## config.mk

```make
export PLATFORM = sky130hd
export DESIGN_NAME = bp_snd_cmd_sched
export DESIGN_NICKNAME = d
export VERILOG_FILES = /design/src/rtl/bp_snd_cmd_sched.sv
export SDC_FILE = /design/constraint.sdc
export NUM_CORES = 1
export LEC_CHECK = 0
export CORE_MARGIN = 1.5
export CORE_UTILIZATION = 51
export CTS_CLUSTER_DIAMETER = 120
export DETAILED_ROUTE_END_ITERATION = 8
export PLACE_DENSITY = 0.75
export SLEW_MARGIN = 20
export SYNTH_ARGS = -nofsm -noshare
export SYNTH_HDL_FRONTEND = slang
export SYNTH_SLANG_ARGS = --single-unit
```

## constraint.sdc

```tcl
create_clock -name clk_49m -period 2.5 [get_ports clk_49m]
set_input_delay 0.5 -clock clk_49m [delete_from_list [all_inputs] [get_ports clk_49m]]
set_output_delay 0.5 -clock clk_49m [all_outputs]
set_load 0.01 [all_outputs]
```

## src/rtl/bp_snd_cmd_sched.sv

```systemverilog
// Sound-CPU command and interrupt scheduler for the Blue Print sound board.
//
// Main-CPU command bytes are buffered in a small FIFO. One NMI is issued to the
// sound Z80 per buffered command. The head byte is presented on cmd_out until
// the sound CPU reads AY1 port B (cmd_ack), which pops it. A free-running
// counter on cen raises the periodic maskable IRQ. The IRQ is cleared by the
// Z80 interrupt acknowledge cycle (M1 and IORQ both low).
//
// Ports:
//   clk_49m    in   master clock
//   reset      in   synchronous, active-high reset
//   cen        in   sound-CPU clock enable, one clk_49m cycle wide
//   cmd_in     in   command byte, valid while cmd_wr is high
//   cmd_wr     in   write strobe, level; each rising edge pushes one byte
//   cmd_ack    in   single-cycle pulse, sound CPU read of the command byte
//   n_m1       in   Z80 M1, active-low
//   n_iorq     in   Z80 IORQ, active-low
//   cmd_out    out  FIFO head, or the last popped byte when the FIFO is empty
//   n_nmi      out  sound Z80 NMI, active-low
//   n_irq      out  sound Z80 INT, active-low
//   fifo_count out  occupied FIFO entries
//   overflow   out  sticky, set when a byte is dropped because the FIFO is full
module bp_snd_cmd_sched #(
  parameter int unsigned DEPTH_LOG2 = 2,
  parameter int unsigned IRQ_PERIOD = 5208,
  parameter int unsigned NMI_WIDTH  = 2,
  parameter int unsigned NMI_GAP    = 4
) (
  input  logic                  clk_49m,
  input  logic                  reset,
  input  logic                  cen,
  input  logic [7:0]            cmd_in,
  input  logic                  cmd_wr,
  input  logic                  cmd_ack,
  input  logic                  n_m1,
  input  logic                  n_iorq,
  output logic [7:0]            cmd_out,
  output logic                  n_nmi,
  output logic                  n_irq,
  output logic [DEPTH_LOG2:0]   fifo_count,
  output logic                  overflow
);

  localparam int unsigned Depth   = 1 << DEPTH_LOG2;
  localparam int unsigned PtrW    = DEPTH_LOG2;
  localparam int unsigned CntW    = DEPTH_LOG2 + 1;
  localparam int unsigned IrqW    = (IRQ_PERIOD > 1) ? $clog2(IRQ_PERIOD) : 1;
  localparam int unsigned TickMax = (NMI_WIDTH > NMI_GAP) ? NMI_WIDTH : NMI_GAP;
  // The tick counter only ever reaches TickMax-1.
  localparam int unsigned TickW   = (TickMax > 1) ? $clog2(TickMax) : 1;

  localparam logic [CntW-1:0]  FullCnt   = CntW'(Depth);
  localparam logic [IrqW-1:0]  IrqLast   = IrqW'(IRQ_PERIOD - 1);
  localparam logic [TickW-1:0] WidthLast = TickW'(NMI_WIDTH - 1);
  localparam logic [TickW-1:0] GapLast   = TickW'(NMI_GAP - 1);

  typedef enum logic [1:0] {StIdle, StAssert, StWaitPop, StGap} state_e;

  // Edge detectors
  logic cmd_wr_q;
  logic iack_prev_q;

  // FIFO
  logic [7:0]      mem [Depth];
  logic [PtrW-1:0] wr_ptr_q, wr_ptr_d;
  logic [PtrW-1:0] rd_ptr_q, rd_ptr_d;
  logic [CntW-1:0] count_q, count_d;
  logic            overflow_q, overflow_d;
  logic [7:0]      cmd_out_q;

  // NMI scheduler
  state_e          state_q;
  logic [TickW-1:0] tick_q;
  logic            n_nmi_q;

  // IRQ generator
  logic [IrqW-1:0] irq_cnt_q, irq_cnt_d;
  logic            n_irq_q, n_irq_d;

  logic push, pop, full, push_ok, iack, irq_wrap;

  always_comb begin
    push    = cmd_wr & ~cmd_wr_q;
    pop     = (state_q == StWaitPop) & cmd_ack;
    full    = (count_q == FullCnt);
    // A pop in the same cycle frees the slot, so a push into a full FIFO is kept.
    push_ok = push & (~full | pop);
    // Falling edge of (n_iorq | n_m1) marks the interrupt acknowledge cycle.
    iack    = iack_prev_q & ~(n_iorq | n_m1);
    irq_wrap = cen & (irq_cnt_q == IrqLast);
  end

  always_comb begin
    wr_ptr_d   = wr_ptr_q;
    rd_ptr_d   = rd_ptr_q;
    count_d    = count_q;
    overflow_d = overflow_q | (push & ~push_ok);
    if (push_ok) begin
      wr_ptr_d = wr_ptr_q + PtrW'(1);
    end
    if (pop) begin
      rd_ptr_d = rd_ptr_q + PtrW'(1);
    end
    if (push_ok && !pop) begin
      count_d = count_q + CntW'(1);
    end else if (pop && !push_ok) begin
      count_d = count_q - CntW'(1);
    end
  end

  always_comb begin
    irq_cnt_d = irq_cnt_q;
    n_irq_d   = n_irq_q;
    if (cen) begin
      irq_cnt_d = irq_wrap ? '0 : irq_cnt_q + IrqW'(1);
    end
    if (iack) begin
      n_irq_d = 1'b1;
    end
    // Set after clear so a coincident wrap wins over the acknowledge.
    if (irq_wrap) begin
      n_irq_d = 1'b0;
    end
  end

  // Storage array carries no reset; occupancy is tracked by the pointers.
  always_ff @(posedge clk_49m) begin
    if (push_ok) begin
      mem[wr_ptr_q] <= cmd_in;
    end
  end

  always_ff @(posedge clk_49m) begin
    if (reset) begin
      cmd_wr_q    <= 1'b0;
      iack_prev_q <= 1'b0;
      wr_ptr_q    <= '0;
      rd_ptr_q    <= '0;
      count_q     <= '0;
      overflow_q  <= 1'b0;
      cmd_out_q   <= 8'h00;
      irq_cnt_q   <= '0;
      n_irq_q     <= 1'b1;
    end else begin
      cmd_wr_q    <= cmd_wr;
      iack_prev_q <= n_iorq | n_m1;
      wr_ptr_q    <= wr_ptr_d;
      rd_ptr_q    <= rd_ptr_d;
      count_q     <= count_d;
      overflow_q  <= overflow_d;
      irq_cnt_q   <= irq_cnt_d;
      n_irq_q     <= n_irq_d;
      // Holds the last popped byte once the FIFO drains, like the old latch.
      if (count_q != '0) begin
        cmd_out_q <= mem[rd_ptr_q];
      end
    end
  end

  always_ff @(posedge clk_49m) begin
    if (reset) begin
      state_q <= StIdle;
      tick_q  <= '0;
      n_nmi_q <= 1'b1;
    end else begin
      unique case (state_q)
        StIdle: begin
          if (cen && (count_q != '0)) begin
            state_q <= StAssert;
            tick_q  <= '0;
            n_nmi_q <= 1'b0;
          end
        end
        StAssert: begin
          if (cen) begin
            if (tick_q == WidthLast) begin
              state_q <= StWaitPop;
              tick_q  <= '0;
              n_nmi_q <= 1'b1;
            end else begin
              tick_q <= tick_q + TickW'(1);
            end
          end
        end
        StWaitPop: begin
          if (cmd_ack) begin
            state_q <= StGap;
            tick_q  <= '0;
          end
        end
        StGap: begin
          if (cen) begin
            if (tick_q == GapLast) begin
              state_q <= StIdle;
              tick_q  <= '0;
            end else begin
              tick_q <= tick_q + TickW'(1);
            end
          end
        end
        default: begin
          state_q <= StIdle;
          tick_q  <= '0;
          n_nmi_q <= 1'b1;
        end
      endcase
    end
  end

  assign cmd_out    = cmd_out_q;
  assign n_nmi      = n_nmi_q;
  assign n_irq      = n_irq_q;
  assign fifo_count = count_q;
  assign overflow   = overflow_q;

endmodule

```

## Yosys cells after proc, flatten, opt, wreduce, memory -nomap -nowiden

Memory sizes are Yosys's and may differ from the RTL's. A register that Yosys moved wholly into a read port is not among the register bits.
Index checks and enable logic that the tools add are counted.

- Bits in registers: 29
- Latch bits: 0
- Bits in writable memories: 32
- Bits in read-only memories: 0
- Input port bits: 15
- Output and inout bits: 14
- Word-level logic and storage cells: 82
- Memories: 1

Memories:

| memory | depth | width | read ports | clocked after Yosys merged registers in | wr ports | RTL line | source |
|---|---|---|---|---|---|---|---|
| mem | 4 | 8 | 1 | 1 | 1 | 64 | `logic [7:0] mem [Depth];` |

- Add/subtract/negate cells: 6
- Multiply operators: 0
- Divide/modulo/power cells: 0
- Order comparisons: 0
- Eq/ne operators: 13
- Shifts and indexed selects: 0
- Muxes and demuxes: 25
- Bitwise gates (word level): 13
- Reductions and logical operators: 13

Operator list:

| kind | count |
|---|---|
| $mux 2 | 12 |
| $pmux 2 s4 | 2 |
| $add 13x1->13 const B | 1 |
| $eq 13x13->1 const B | 1 |
| $mux 13 | 1 |
| $ne 2x2->1 const B | 6 |
| $reduce_and 4->1 | 2 |
| $mux 1 | 7 |
| $add 2x1->2 const B | 3 |
| $and 1x1->1 | 6 |
| $eq 2x2->1 const B | 3 |
| $mux 3 | 2 |
| $reduce_and 6->1 | 1 |
| $reduce_bool 2->1 | 3 |
| $eq 2x1->1 const B | 2 |
| $not 1->1 | 4 |
| $add 3x1->3 const B | 1 |
| $eq 3x3->1 const B | 1 |
| $logic_and 1x1->1 | 3 |
| $or 1x1->1 | 3 |
| $reduce_bool 3->1 | 1 |
| $sub 3x1->3 const B | 1 |
| $logic_not 1->1 | 2 |
| $logic_not 2->1 | 1 |
| $pmux 1 s2 | 1 |

## Logic depth before layout (Yosys ltp)

Gate-level depths: netlist of the first run.

- Depth in word-level cells: 8
- Gate-level depth with buffers: 10
- Depth with buffers taken out: 10

## Least setup slack after synthesis of the first run

No wires, ideal clock.

- Kind: register to register
- From: register state_q[0]
- To: register count_q[2], in the netlist fifo_count[2]
- Library setup time: 0.070 ns
- Arrival time: 2.376 ns
- Data required time: 2.430 ns
- Path slack: 0.053 ns
- Cell stages (with the launch flop): 11
- Buffers on the path: 0
- Path through: dfxtp_1 -> inv_1 -> ha_1 -> nand2_1 -> a311oi_4 -> ha_1 -> inv_1 -> fa_1 -> xor2_1 -> or3_1 -> a21oi_1

- Longest elaborated chain between the ends: 7

RTL lines:

| element | RTL line | source |
|---|---|---|
| start, declared | 72 | `state_e state_q;` |
| start signal, assigned | 162 | `state_q <= StIdle;` |
| start signal, assigned | 169 | `state_q <= StAssert;` |
| start signal, assigned | 177 | `state_q <= StWaitPop;` |
| $eq 2x2->1 * | 84 | `pop = (state_q == StWaitPop) & cmd_ack;` |
| $and 1x1->1 * | 84 |  |
| $or 1x1->1 * | 87 | `push_ok = push & (~full \| pop);` |
| $and 1x1->1 * | 87 |  |
| via push_ok | 80 | `logic push, pop, full, push_ok, iack, irq_wrap;` |
| $logic_not 1->1 | 106 | `end else if (pop && !push_ok) begin` |
| $logic_and 1x1->1 | 106 |  |
| $reduce_bool 2->1 (no line) | - |  |
| end signal, assigned | 149 | `count_q <= count_d;` |
| end, declared | 67 | `logic [CntW-1:0] count_q, count_d;` |

The timed path passes the listed nets; every way through them passes the cells marked *.
A chain may end at the register's enable or synchronous reset.

## Final worst setup path of the first run

Ends and elaborated chain as after synthesis.

==> out/qor.log, run 1 <==
qor: cts.cts_hold_buf 0
qor: setup_path.worst_path_largest_cell_delay 0.37 ns
qor: cts.clock_sinks 69
qor: cells_and_area.fillerInstances 442
qor: grt.grt_pass1_wl 8.41 mm
qor: placement.placed_cells_incl_taps 349
qor: cts.cts_max_level 3
qor: synth.postSynth.topFlopCell sky130_fd_sc_hd__dfxtp_1
qor: cells_and_area.nNetsFinal 317
qor: power.p_int 2.18 mW
qor: die.num_rows 27
qor: grt.grt_usage 18.3%
qor: cells_and_area.register_area 1700 um^2
qor: die.dieArea 6210 um^2
qor: synth.yosys_register_bits 69
qor: synth.syn-instance-count 241
qor: routing.first_iter_violations 85
qor: synth.mappedNetlistNets 270
qor: cts.ctsLongestPathBuffers 2
qor: die.core_outline_area 5540 um^2
qor: routing.drt.antenna.violating_nets 0
qor: routing.remaining_drcs 0
qor: setup_path.end_kind register
qor: power.share_comb_of_total_power 28.3%
qor: die.ioPinCount 29
qor: power.power-per-cell-area 892 nW/um^2
qor: cells_and_area.n_antenna_cell 0
qor: grt.overflow 0
qor: setup_path.crit_path_max_fanout 4
qor: cells_and_area.finish.cell_count_without_fillers 365
qor: cts.root_buffer sky130_fd_sc_hd__clkbuf_8
qor: hold_path.holdCritPathClass reg2reg
qor: cells_and_area.fin_area 3580 um^2
qor: sta.achievable-frequency 0.413 GHz
qor: routing.detailroute.via_count 1876
qor: routing.routed_wl 4.89 mm
qor: power.clock_power_share 26.4%
qor: routing.vias_per_cell 5.14
qor: sta.report.final.slew_viol_count 0
qor: sta.final.setup.tns 0 ns
qor: grt.grt_max_degree 16
qor: setup_path.worst-endpoint-arrival 2.70 ns
qor: synth.post_synth_num_cell_types 42
qor: sta.finalWorstPathRequiredPeriod 2.42 ns
qor: synth.synth.yosys.seq_area_share 58.1%
qor: die.floorplan.initialDensity 52.9%
qor: placement.count_of_input_and_output_buffers 28
qor: routing.drtPass1Iterations 6
qor: sta.tightestPinTransition 0.617 ns
qor: cts.clock_insertion_delay_worst_skew 0.34 ns
qor: cells_and_area.layout_cells_sized_above_1 16.7%
qor: setup_path.timing.critical_path.max_delay_family adder cells
qor: power.switching_share 31.9%
qor: sta.timing.final.crit_share 96.8%
qor: synth.synth_edf_count 32
qor: synth.synth_area_per_cell 12.2 um^2
qor: power.static_leak 1.31 nW
qor: run_status.outcome finished clean
qor: grt.initial_antenna_violation_count 0
qor: sta.skew 0.00827 ns
qor: setup_path.cp.required 2.78 ns
qor: sta.setup-violations-final 0
qor: setup_path.cp_cell_sequence inv_1, ha_1, nand2_2, a311oi_4, ha_2, inv_1, fa_1, xor2_1, or3_1, a21oi_1
qor: cts.cts_buffers 9
qor: power.p_seq_share 45.2%
qor: setup_path.timing.critical_path.buf_inv 2
qor: power.vdd_drop_max 475 uV
qor: sta.final_hold_violation_count 0
qor: placement.place.gp.congestion 0.816
qor: placement.dpl.hpwl 3.54 mm
qor: synth.async_flop_share 0%
qor: cells_and_area.final_common_cell sky130_fd_sc_hd__dfxtp_1
qor: grt.vias_in_the_first_global_route 1859
qor: die.die_height 78.8 um
qor: placement.placed_area 3390 um^2
qor: sta.relSlewSlack 58.8%
qor: setup_path.slowest_stage sky130_fd_sc_hd__fa_1
qor: cts.cts.clk_slew.worst_paths 0.08 ns
qor: routing.avgRoutedWirePerCell 13.4 um
qor: synth.syn_area 2930 um^2
qor: power.design_power_total 3.20 mW
qor: sta.fin_worst_hold_slack 0.456 ns
qor: power.switchingPower 1.02 mW
qor: job.cap_viol_max_count 0
qor: cells_and_area.layout_common_cells sky130_fd_sc_hd__dfxtp_1, sky130_fd_sc_hd__edfxtp_1, sky130_fd_sc_hd__clkdlybuf4s50_1, sky130_fd_sc_hd__nor2_1, sky130_fd_sc_hd__nand2_1
qor: cells_and_area.syn2layout_area_growth 22.3%
qor: cells_and_area.multi_input_comb_area 1150 um^2
qor: setup_path.worst_setup_path_start_kind register
qor: cts.clock_tree_from_tritoncts built
qor: synth.ys.warnings.count 0
qor: setup_path.cpMostUsedCell sky130_fd_sc_hd__inv_1
qor: setup_path.timing.setup.critical_path_class reg2reg
qor: die.dieWidth 78.8 um
qor: sta.grt_setup_unrepaired no
-- cell families (layout without fill, tap and decap cells) --
family	after synthesis	in the layout	synth area share, %
simple gates	85	85	14.5
flops	69	69	58.1
compound gates	27	27	6.83
buf+inv	20	72	2.69
xor+xnor	16	16	4.78
fa+ha+maj	14	14	6.24
mux	10	10	6.83
-- final cells by class --
cell class / instances / area share, %
sequential: 69 / 47.5
multi-input combinational: 152 / 32.2
timing repair buffer: 45 / 11.4
clock buffer: 9 / 3.46
tap: 72 / 2.51
clock inverter: 7 / 1.78
inverter: 11 / 1.15
-- tightest hold or removal path: cells and delay by family (launching register included) --
family	cells	cell delay (ns)
flip-flops	1	0.32
AND/OR/NAND/NOR	1	0.05
AO/OA/AOI/OAI	1	0.05
-- registers in the layout, summed over array words and instances (netlist names) --
| register | count |
|---|---|
| state_q | 2 |
| fifo_count | 3 |
| cmd_wr_q | 1 |
| tick_q | 2 |
| iack_prev_q | 1 |
| cmd_out | 8 |
| irq_cnt_q | 13 |
| n_nmi | 1 |
| overflow | 1 |
| wr_ptr_q | 2 |
| mem | 32 |
| n_irq | 1 |
| rd_ptr_q | 2 |
-- routing by layer --
layer / share of wire (%) / vias up / GRT usage, % / wire [um]
met4: 0.98 / 0 / 6.43 / 48
met2: 51 / 34 / 29.7 / 2480
met1: 45 / 891 / 21.6 / 2180
met5: 0 / - / 0 / 0
met3: 3.8 / 4 / 7.93 / 186
li1: - / 947 / - / -
-- synthesized netlist by cell type, drive strengths merged (4+ instances only) --
cell | count | area [um^2]
edfxtp | 32 | 961
dfxtp | 37 | 741
ha | 13 | 163
nand3 | 7 | 35.0
xor2 | 15 | 131
a21oi | 13 | 65.1
nor2 | 25 | 96.4
mux4 | 8 | 180
clkbuf | 5 | 18.8
buf | 4 | 18.8
and2 | 5 | 31.3
nand4 | 4 | 25.0
nand2 | 23 | 86.3
inv | 11 | 41.3
-- power by group through the flow --
stage / clock network (mW) / logic (mW) / registers [mW]
after floorplan: 0 / 0.540 / 1.48
after global placement: 0 / 0.886 / 1.47
after detailed placement: 0 / 0.905 / 1.48
after CTS: 0.879 / 0.911 / 1.45
after global routing: 0.930 / 1.01 / 1.47
final: 0.844 / 0.905 / 1.45
-- path summary, 6_finish.rpt --
| path | start | cells past startpoint | slack (ns) | to |
|---|---|---|---|---|
| worst max-delay path | state_q[0] | 10 | 0.08 | fifo_count[2] |
| worst max register to register | state_q[0] | 10 | 0.08 | fifo_count[2] |
| worst min register to register | cmd_out[0] | 2 | 0.46 | cmd_out[0] |
| worst min-delay path | cmd_out[0] | 2 | 0.46 | cmd_out[0] |
-- through the flow --
step | util (%) | worst slack [ns]
finish | 64.7 | 0.0803
global route | 64.7 | 0.000968
CTS | 64.6 | 0.0780
detailed placement | 61.2 | -0.253
global placement | 61.2 | -0.204
floorplan | - | 0.0534
-- what timing repair did --
| action | 4_1_cts | 5_1_grt |
|---|---|---|
| setup endpoints to repair | 0 | 1 |
| buffers inserted | 0 | 0 |
| hold endpoints to repair | 0 | 0 |
| resized for setup | 0 | 2 |
Note: power is estimated with default switching activity, not from simulation.
==> inputs of run 2 (changes only) <==
--- a/config.mk
+++ b/config.mk
@@ -14,3 +14,4 @@
 export SYNTH_ARGS = -nofsm -noshare
 export SYNTH_HDL_FRONTEND = slang
 export SYNTH_SLANG_ARGS = --single-unit
+export TNS_END_PERCENT = 10
==> results of run 2 <==
No change in the layout: final DEF, timing and power equal those of run 1.
